--- src/rtl/io_seq_pkg.sv ---
// Shared definitions for the I/O output sequencer: FSM states, register
// select codes and the address-write ordering helper.
package io_seq_pkg;

    typedef enum logic [2:0] {
        ST_IDLE,
        ST_WR_AL,
        ST_WR_AH,
        ST_WR_D,
        ST_STROBE,
        ST_WAIT_ACK,
        ST_DONE
    } state_e;

    localparam logic [1:0] REG_ADDR_L = 2'd0;
    localparam logic [1:0] REG_ADDR_H = 2'd1;
    localparam logic [1:0] REG_DATA   = 2'd2;

    // Writes always go L, H, D; the first one still needed is the next state.
    function automatic state_e first_write(input logic need_l, input logic need_h);
        if (need_l) return ST_WR_AL;
        if (need_h) return ST_WR_AH;
        return ST_WR_D;
    endfunction

endpackage

--- src/rtl/rr_arb2.sv ---
// Two-way round-robin arbiter; the pointer flips away from the winner
// whenever a grant is taken while enabled.
module rr_arb2 (
    input  logic       clk,
    input  logic       rst,
    input  logic [1:0] req,
    input  logic       en,
    output logic       gnt_id,
    output logic       gnt_vld
);

    logic ptr_q, ptr_d;

    // NOTE: every always_comb output gets a default first so no path leaves it unassigned (no latch).
    always_comb begin
        gnt_vld = |req;
        gnt_id  = 1'b0;
        ptr_d   = ptr_q;
        if (req == 2'b10)      gnt_id = 1'b1;
        else if (req == 2'b11) gnt_id = ptr_q;
        if (en && gnt_vld) ptr_d = ~gnt_id;
    end

    // NOTE: sequential state uses non-blocking assignments so all flops update together.
    always_ff @(posedge clk or posedge rst) begin
        if (rst) ptr_q <= 1'b0;
        else     ptr_q <= ptr_d;
    end

endmodule

--- src/rtl/io_out_sequencer.sv ---
// Shares the ADDR_L / ADDR_H / DATA output registers between the CPU and DMA
// requesters, strobes the peripheral and waits for ack or timeout.
module io_out_sequencer
    import io_seq_pkg::*;
#(
    parameter int unsigned TIMEOUT_CYCLES = 255,
    parameter int unsigned TO_W           = 8,
    parameter bit          SKIP_ADDR      = 1'b1
) (
    input  logic        clk,
    input  logic        rst,
    input  logic        req0_valid,
    input  logic [15:0] req0_addr,
    input  logic [7:0]  req0_data,
    output logic        req0_ready,
    input  logic        req1_valid,
    input  logic [15:0] req1_addr,
    input  logic [7:0]  req1_data,
    output logic        req1_ready,
    output logic        reg_we,
    output logic [1:0]  reg_sel,
    output logic [7:0]  bus_out,
    output logic        io_strobe,
    input  logic        io_ack,
    output logic        done,
    output logic        done_id,
    output logic        done_err,
    output logic        busy
);

    localparam bit          TO_EN     = (TIMEOUT_CYCLES != 0);
    localparam int unsigned TO_LAST_I = TO_EN ? TIMEOUT_CYCLES - 1 : 0;
    localparam logic [TO_W-1:0] TO_LAST = TO_W'(TO_LAST_I);

    state_e          state_q, state_d;
    logic [15:0]     addr_q, addr_d;
    logic [7:0]      data_q, data_d;
    logic            id_q, id_d;
    logic            err_q, err_d;
    logic [15:0]     shadow_q, shadow_d;
    logic            shadow_vld_q, shadow_vld_d;
    logic [TO_W-1:0] cnt_q, cnt_d;

    logic        in_idle, gnt_id, gnt_vld;
    logic [15:0] gnt_addr;
    logic        need_l, need_h, need_h_held;

    assign in_idle = (state_q == ST_IDLE);

    rr_arb2 u_arb (
        .clk     (clk),
        .rst     (rst),
        .req     ({req1_valid, req0_valid}),
        .en      (in_idle),
        .gnt_id  (gnt_id),
        .gnt_vld (gnt_vld)
    );

    assign req0_ready = in_idle & gnt_vld & ~gnt_id & ~rst;
    assign req1_ready = in_idle & gnt_vld &  gnt_id & ~rst;

    assign gnt_addr    = gnt_id ? req1_addr : req0_addr;
    assign need_l      = !SKIP_ADDR || !shadow_vld_q || (gnt_addr[7:0]  != shadow_q[7:0]);
    assign need_h      = !SKIP_ADDR || !shadow_vld_q || (gnt_addr[15:8] != shadow_q[15:8]);
    // Shadow high byte is untouched by WR_AL, so re-deriving need_h there matches the IDLE decision.
    assign need_h_held = !SKIP_ADDR || !shadow_vld_q || (addr_q[15:8]   != shadow_q[15:8]);

    always_comb begin
        state_d      = state_q;
        addr_d       = addr_q;
        data_d       = data_q;
        id_d         = id_q;
        err_d        = err_q;
        shadow_d     = shadow_q;
        shadow_vld_d = shadow_vld_q;
        cnt_d        = cnt_q;
        case (state_q)
            ST_IDLE: begin
                if (gnt_vld) begin
                    addr_d  = gnt_addr;
                    data_d  = gnt_id ? req1_data : req0_data;
                    id_d    = gnt_id;
                    err_d   = 1'b0;
                    state_d = first_write(need_l, need_h);
                end
            end
            ST_WR_AL: begin
                shadow_d[7:0] = addr_q[7:0];
                state_d       = first_write(1'b0, need_h_held);
            end
            ST_WR_AH: begin
                shadow_d[15:8] = addr_q[15:8];
                state_d        = ST_WR_D;
            end
            ST_WR_D: begin
                shadow_vld_d = 1'b1;
                state_d      = ST_STROBE;
            end
            ST_STROBE: begin
                cnt_d   = '0;
                state_d = io_ack ? ST_DONE : ST_WAIT_ACK;
            end
            ST_WAIT_ACK: begin
                if (cnt_q != '1) cnt_d = cnt_q + TO_W'(1);
                if (io_ack) begin
                    state_d = ST_DONE;
                end else if (TO_EN && (cnt_q == TO_LAST)) begin
                    err_d   = 1'b1;
                    state_d = ST_DONE;
                end
            end
            ST_DONE:  state_d = ST_IDLE;
            default:  state_d = ST_IDLE;
        endcase
    end

    // Moore outputs: everything except the ready pair comes from the state register.
    always_comb begin
        reg_we    = 1'b0;
        reg_sel   = REG_ADDR_L;
        bus_out   = 8'h00;
        io_strobe = 1'b0;
        done      = 1'b0;
        done_id   = 1'b0;
        done_err  = 1'b0;
        busy      = !in_idle;
        case (state_q)
            ST_WR_AL:  begin reg_we = 1'b1; reg_sel = REG_ADDR_L; bus_out = addr_q[7:0];  end
            ST_WR_AH:  begin reg_we = 1'b1; reg_sel = REG_ADDR_H; bus_out = addr_q[15:8]; end
            ST_WR_D:   begin reg_we = 1'b1; reg_sel = REG_DATA;   bus_out = data_q;       end
            ST_STROBE: io_strobe = 1'b1;
            ST_DONE:   begin done = 1'b1; done_id = id_q; done_err = err_q; end
            default:   ;
        endcase
    end

    // NOTE: hold registers are reset too even though only shadow_vld matters, keeping outputs X-free after reset.
    always_ff @(posedge clk or posedge rst) begin
        if (rst) begin
            state_q      <= ST_IDLE;
            addr_q       <= '0;
            data_q       <= '0;
            id_q         <= 1'b0;
            err_q        <= 1'b0;
            shadow_q     <= '0;
            shadow_vld_q <= 1'b0;
            cnt_q        <= '0;
        end else begin
            state_q      <= state_d;
            addr_q       <= addr_d;
            data_q       <= data_d;
            id_q         <= id_d;
            err_q        <= err_d;
            shadow_q     <= shadow_d;
            shadow_vld_q <= shadow_vld_d;
            cnt_q        <= cnt_d;
        end
    end

endmodule

--- config.mk ---
export PLATFORM = sky130hd
export DESIGN_NAME = io_out_sequencer
export DESIGN_NICKNAME = d
export VERILOG_FILES = /design/src/rtl/io_seq_pkg.sv /design/src/rtl/rr_arb2.sv /design/src/rtl/io_out_sequencer.sv
export SDC_FILE = /design/constraint.sdc
export NUM_CORES = 1
export LEC_CHECK = 0
export ABC_AREA = 1
export BUFFER_PORTS_ARGS = -buffer_cell sky130_fd_sc_hd__buf_2
export CAP_MARGIN = 20
export CORE_ASPECT_RATIO = 1.4
export CORE_MARGIN = 2
export CORE_UTILIZATION = 30
export CTS_CLUSTER_SIZE = 10
export DETAILED_ROUTE_END_ITERATION = 8
export GPL_ROUTABILITY_DRIVEN = 0
export GPL_TIMING_DRIVEN = 0
export PLACE_DENSITY_LB_ADDON = 0.08
export SLEW_MARGIN = 10
export SYNTH_ARGS = -nofsm -noshare
export SYNTH_HDL_FRONTEND = slang
export SYNTH_SLANG_ARGS = --single-unit
--- constraint.sdc ---
create_clock -name clk -period 1.9 [get_ports clk]
set_input_delay 0.285 -clock clk [delete_from_list [all_inputs] [get_ports clk]]
set_output_delay 0.285 -clock clk [all_outputs]
set_load 0.01 [all_outputs]
# After elaboration in Yosys (flattened, before gate mapping)
# Index checks and enable logic that the tools add are counted.
# op_classes
add_sub_neg	1
eq_ne	18
muxes	37
bitwise_logic	7
reduce_logical	15
# op_table
operator	n
$mux 3	9
$ne 8x8->1	3
$pmux 8 s3	1
$mux 1	19
$pmux 3 s6	1
$mux 16	1
$mux 8	2
$pmux 8 s2	1
$eq 3x3->1 const B	3
$add 8x1->8 const B	1
$eq 8x8->1 const B	1
$ne 8x8->1 const B	1
$eq 3x2->1 const B	2
$ne 2x2->1 const B	3
$reduce_and 2->1	3
$and 1x1->1	5
$eq 2x2->1 const B	2
$pmux 2 s2	1
$reduce_and 4->1	1
$reduce_bool 2->1	2
$eq 3x1->1 const B	1
$logic_not 3->1	1
$logic_or 1x1->1	3
$ne 3x3->1 const B	1
8 further kinds	10
# totals
register_bits	55
inputBits	53

# Depth between registers and ports, before layout
# logic_depth
word_depth	16
depth_mapped	16
depth_no_buf	16

# Modules after synthesis
# Synthesis repeated with hierarchy kept, for this count alone.
# hier_totals
cells_unflattened	443
hier_area_um2	3143.0
# modules_own_cells
module	n_inst	cells_each	area_per_inst_um2	seq_area_each_um2
io_out_sequencer	1	434	3080.5	1351.3
rr_arb2	1	9	62.6	25.0

# Worst setup path after synthesis
# OpenSTA, ideal clock, no wires.
# synth_path
path_kind	register to output
startpoint	reg state_q[0]
endpoint	out req1_ready
t_arrival_ns	1.327
required_time_ns	1.615
path_slack_ns	0.288
stages_incl_launch_ff	7
path_cell_list	dfrtp_1 > nor2_1 > nand2_1 > inv_1 > clkbuf_1 > nand2_1 > nor2_1
# synth_between
elab_chain_cells	4
# synth_lines
element	line_no	text
start, declared	io_out_sequencer.sv:35	state_e state_q, state_d;
start signal, assigned	io_out_sequencer.sv:149	state_q <= state_d;
$logic_not 3->1	io_out_sequencer.sv:48	assign in_idle = (state_q == ST_IDLE);
$and 1x1->1 (3 in series)	io_out_sequencer.sv:60	assign req1_ready = in_idle & gnt_vld & gnt_id & ~rst;
end, declared	io_out_sequencer.sv:19	output logic req1_ready,
# Every way passes these cells.

# Worst setup path in the final report
# layout_path
startpoint	reg state_q[1]
endpoint	out bus_out[2]
# layout_between
elab_chain_cells	2
# layout_lines
element	line_no	text
$eq 3x2->1 / $eq 3x1->1 (equally long branches)	n/a	
$pmux 8 s3 (*)	io_out_sequencer.sv:127	case (state_q)
end, declared	io_out_sequencer.sv:22	output logic [7:0] bus_out,
# Mark *: on every way between the ends. The rest lies on a longest branch, timed or not.

==> summary.log <==
qor: timing.relative_slew_margins 0.512
qor: logic_synthesis.synth_cell_type_count 29
qor: critical_path.cell_occurring_most_often_along_the_worst_timing_path sky130_fd_sc_hd__inv_2
qor: place.place.port_buffers 70
qor: power_and_ir_drop.power_frac_seq 0.331
qor: power_and_ir_drop.leakagePower 2.34 nW
qor: critical_path.worst_r2r_endpoint state_q[0]
qor: drt.vias 3253
qor: timing.max_freq 546 MHz
qor: cts.cts.path.max_buffers 2
qor: power_and_ir_drop.max-vdd-ir-drop 0.000443 V
qor: global_route.grt_usage 0.177
qor: cts.cts_root_buffer sky130_fd_sc_hd__clkbuf_16
qor: critical_path.worst_path_max_delay_cell sky130_fd_sc_hd__dfrtp_1
qor: drt.post-route-drc-count 0
qor: die.chipWidth 91.0 um
qor: logic_synthesis.synthMostInstantiatedCell sky130_fd_sc_hd__nand2_1
qor: critical_path.critical_path_end_type primary output
qor: die.start_util 0.307
qor: logic_synthesis.predominant_post_synthesis_flop_cell sky130_fd_sc_hd__dfrtp_1
qor: logic_synthesis.yosys_register_bits 55
qor: drt.drt_first_iter_violations 116
qor: drt.drt-wirelength-per-cell 14.8 um
qor: global_route.maximum_number_of_pins_on_one_net_before_global_route_repair 56
qor: cts.tritoncts_num_sinks 55
qor: critical_path.start_of_the_worst_register_to_register_path u_arb.ptr_q
qor: finish.finished_core_util 0.419
qor: logic_synthesis.synth-async-reset-ratio 1.00
qor: critical_path.crit_path_max_incr_delay 0.42 ns
qor: power_and_ir_drop.power-per-cell-area 1410 mW/mm^2
qor: drt.vias_per_cell 4.71
qor: timing.timing.final.hold_violations 0
qor: logic_synthesis.post_synthesis_cell_area 0.00318 mm^2
qor: logic_synthesis.seq_area_frac_synth 0.433
qor: die.ioPinCount 71
qor: timing.final.setup_skew 0.00434 ns
qor: timing.min_tclk_post_route 1.83 ns
qor: die.die_height 126 um
qor: cts.clock_tree_from_tritoncts done
qor: timing.worst-slew-pin-transition 0.732 ns
qor: die.dieArea 0.0115 mm^2
qor: finish.layout.nets 608
qor: logic_synthesis.ys_top_cells_by_area sky130_fd_sc_hd__dfrtp_1, sky130_fd_sc_hd__nand2_1, sky130_fd_sc_hd__nand3_1
qor: power_and_ir_drop.clkPwrFrac 0.147
qor: cts.tritoncts.num_buffers 5
qor: finish.flow.area_growth_from_synthesis 36.3%
qor: global_route.global_route.overflow_total 0
qor: critical_path.critical_path_class flip-flop to primary output
qor: critical_path.startpoint_type flip-flop
qor: power_and_ir_drop.pwr-share-comb 0.522
qor: critical_path.setup.reg_to_reg.worst_slack 0.09 ns
qor: critical_path.critPathRequiredTime 1.62 ns
qor: cts.clk_transition_reported_paths 0.07 ns
qor: cts.clock_latency 0.30 ns
qor: power_and_ir_drop.overall_power_consumption 6.11 mW
qor: logic_synthesis.synthesis.instances 456
qor: logic_synthesis.ys_top_cells_by_count sky130_fd_sc_hd__nand2_1, sky130_fd_sc_hd__nand3_1, sky130_fd_sc_hd__inv_1
qor: critical_path.ff2ff_path_depth 16
qor: logic_synthesis.syn-mean-instance-area 6.98 um^2
qor: logic_synthesis.post_synth_edffs 0
qor: timing.finalHoldWorstSlack 0.113 ns
qor: drt.route.final.wire_length 10200 um
qor: worst_hold_path.worst_hold_path_type input pin to asynchronous set/reset pin
qor: critical_path.cp_data_arrival_time 1.55 ns
qor: place.post-dp-hpwl 7620 um
qor: timing.finalSetupViolations 0
qor: drt.drtPass1Iterations 4
qor: drt.route.antenna.remaining_nets 0
qor: power_and_ir_drop.internal-power 3.47 mW
qor: cts.cts_htree_levels 2
qor: flow_run.max_cap_viol_count 0
qor: global_route.grt_first_pass_wirelength 15800 um
qor: logic_synthesis.synth_warnings 0
qor: logic_synthesis.area_share_of_the_leading_cell_type_in_the_synthesized_netlist 0.433
qor: timing.rsz0062_at_grt yes
qor: timing.timing.final.max_slew_violations 0
qor: die.floorplan.core_area 0.0103 mm^2
qor: global_route.first_global_vias 3136
qor: finish.post_route_cells_drive_above_1_share 0.295
qor: logic_synthesis.post_synth_top_area_cell sky130_fd_sc_hd__dfrtp_1
qor: power_and_ir_drop.power_switching 2.64 mW
qor: global_route.grt_antenna_before_repair 0
qor: die.std_cell_rows 44
qor: timing.min_period_over_period 0.964
qor: power_and_ir_drop.switch_share 0.432
qor: finish.number_of_antenna_diodes 0
qor: critical_path.crit_chain inv_2 -> nor2_2 -> inv_2 -> nor2_4 -> buf_12 -> nand2_4 -> nand3_2 -> buf_2
qor: logic_synthesis.syn_nets 511
qor: outcome.outcome finished, final reports clean
qor: cts.hold_fix_buffers_cts 0
qor: critical_path.crit_path_max_fanout 5
power by group through the flow:
stage / combinational [mW] / sequential [mW] / clock [mW]
global placement: 2.49 / 1.98 / 0
global route: 3.57 / 2.08 / 0.946
floorplan: 1.70 / 1.90 / 0
finish: 3.19 / 2.02 / 0.899
detailed placement: 2.51 / 1.99 / 0
CTS: 2.77 / 1.98 / 0.913
registers in the layout, summed over array words and instances (netlist names):
name,cells
addr_q,16
cnt_q,8
data_q,8
err_q,1
id_q,1
shadow_q,16
shadow_vld_q,1
state_q,3
u_arb.ptr_q,1
cell families after synthesis:
logic type      count (synthesis)  share of synthesized area
compound gates                 59                     0.0987
xor+xnor                        4                     0.0110
fa+ha+maj                       2                    0.00786
buf+inv                        81                      0.106
flops                          55                      0.433
simple gates                  255                      0.344
layer usage:
layer | wire length (um) | global-route usage
met4 | 179 | 0.0455
met2 | 5320 | 0.320
met5 | 0 | 0
met3 | 382 | 0.0251
met1 | 4360 | 0.221
cells in the final DEF (no fill, tap or decap):
| master | count |
|---|---|
| sky130_fd_sc_hd__inv_1 | 60 |
| sky130_fd_sc_hd__o22ai_1 | 3 |
| sky130_fd_sc_hd__o21ai_1 | 1 |
| sky130_fd_sc_hd__inv_2 | 5 |
| sky130_fd_sc_hd__clkbuf_1 | 1 |
| sky130_fd_sc_hd__o21ai_0 | 39 |
| sky130_fd_sc_hd__nand4_1 | 2 |
| sky130_fd_sc_hd__buf_12 | 2 |
| sky130_fd_sc_hd__nor2_1 | 16 |
| sky130_fd_sc_hd__buf_8 | 4 |
| sky130_fd_sc_hd__buf_4 | 15 |
| sky130_fd_sc_hd__nand3_1 | 56 |
| sky130_fd_sc_hd__buf_6 | 11 |
| sky130_fd_sc_hd__clkinv_8 | 1 |
| sky130_fd_sc_hd__xor2_1 | 1 |
| sky130_fd_sc_hd__nor2_4 | 5 |
| sky130_fd_sc_hd__nand3b_1 | 5 |
| sky130_fd_sc_hd__nand2_4 | 7 |
| sky130_fd_sc_hd__o21ai_2 | 1 |
| sky130_fd_sc_hd__nand2_8 | 1 |
| sky130_fd_sc_hd__buf_2 | 70 |
| sky130_fd_sc_hd__a21boi_1 | 1 |
| sky130_fd_sc_hd__nand2_1 | 127 |
| sky130_fd_sc_hd__inv_4 | 1 |
| sky130_fd_sc_hd__dfrtp_2 | 2 |
| sky130_fd_sc_hd__dfrtp_1 | 53 |
| sky130_fd_sc_hd__o211ai_1 | 1 |
| sky130_fd_sc_hd__and2_1 | 1 |
| sky130_fd_sc_hd__ha_1 | 2 |
| sky130_fd_sc_hd__xnor2_1 | 3 |
| sky130_fd_sc_hd__nor2_2 | 5 |
| sky130_fd_sc_hd__nand2_2 | 14 |
| sky130_fd_sc_hd__a211oi_1 | 1 |
| sky130_fd_sc_hd__nor3_1 | 4 |
| sky130_fd_sc_hd__o31a_1 | 1 |
| sky130_fd_sc_hd__clkbuf_8 | 1 |
| sky130_fd_sc_hd__nand3_2 | 12 |
| sky130_fd_sc_hd__a21oi_1 | 10 |
| sky130_fd_sc_hd__a22o_1 | 1 |
| sky130_fd_sc_hd__clkbuf_16 | 6 |
how the worst max path moves through the flow:
stage | end | slack [ns] | from | depth (start not counted)
after global placement | shadow_q[0] | -0.65 | rst | 2
final | bus_out[2] | 0.07 | state_q[1] | 8
after global routing | state_q[0] | -0.05 | u_arb.ptr_q | 17
after detailed placement | bus_out[0] | -0.37 | state_q[1] | 7
after CTS | bus_out[0] | -0.02 | state_q[1] | 8
after floorplan | addr_q[0] | 0.27 | rst | 1
metrics by stage:
step | cell area [um^2] | instances | setup TNS (ns) | setup slack [ns]
5_1_grt | 4340 | 690 | -0.0792 | -0.0470
4_1_cts | 3970 | 675 | -0.0280 | -0.0176
3_3_place_gp | 3700 | 664 | -37.17 | -0.652
2_1_floorplan | 3180 | 456 | 0 | 0.272
6_report | 4340 | 690 | 0 | 0.0678
3_5_place_dp | 3710 | 664 | -1.50 | -0.372
critical path: cells and delay by family (launching register included):
family	cells	cell delay, ns
buffers and inverters	4	0.44
flip-flops	1	0.42
AND/OR/NAND/NOR	4	0.39
cell type report:
type | instances | area [um^2]
clock buffers | 6 | 129
flip-flops and latches | 55 | 1380
inverters | 67 | 267
plain buffers | 13 | 121
fillers | 1168 | 6010
well taps | 138 | 173
repair buffers | 91 | 604
multi-input cells | 320 | 1670
repair_timing:
action	in CTS	in global routing
gates resized for setup	27	65
gates cloned	0	1
pin swaps	2	18
setup endpoints to repair	14	12
buffers inserted	5	15
Note: power is estimated with default switching activity, not from simulation.
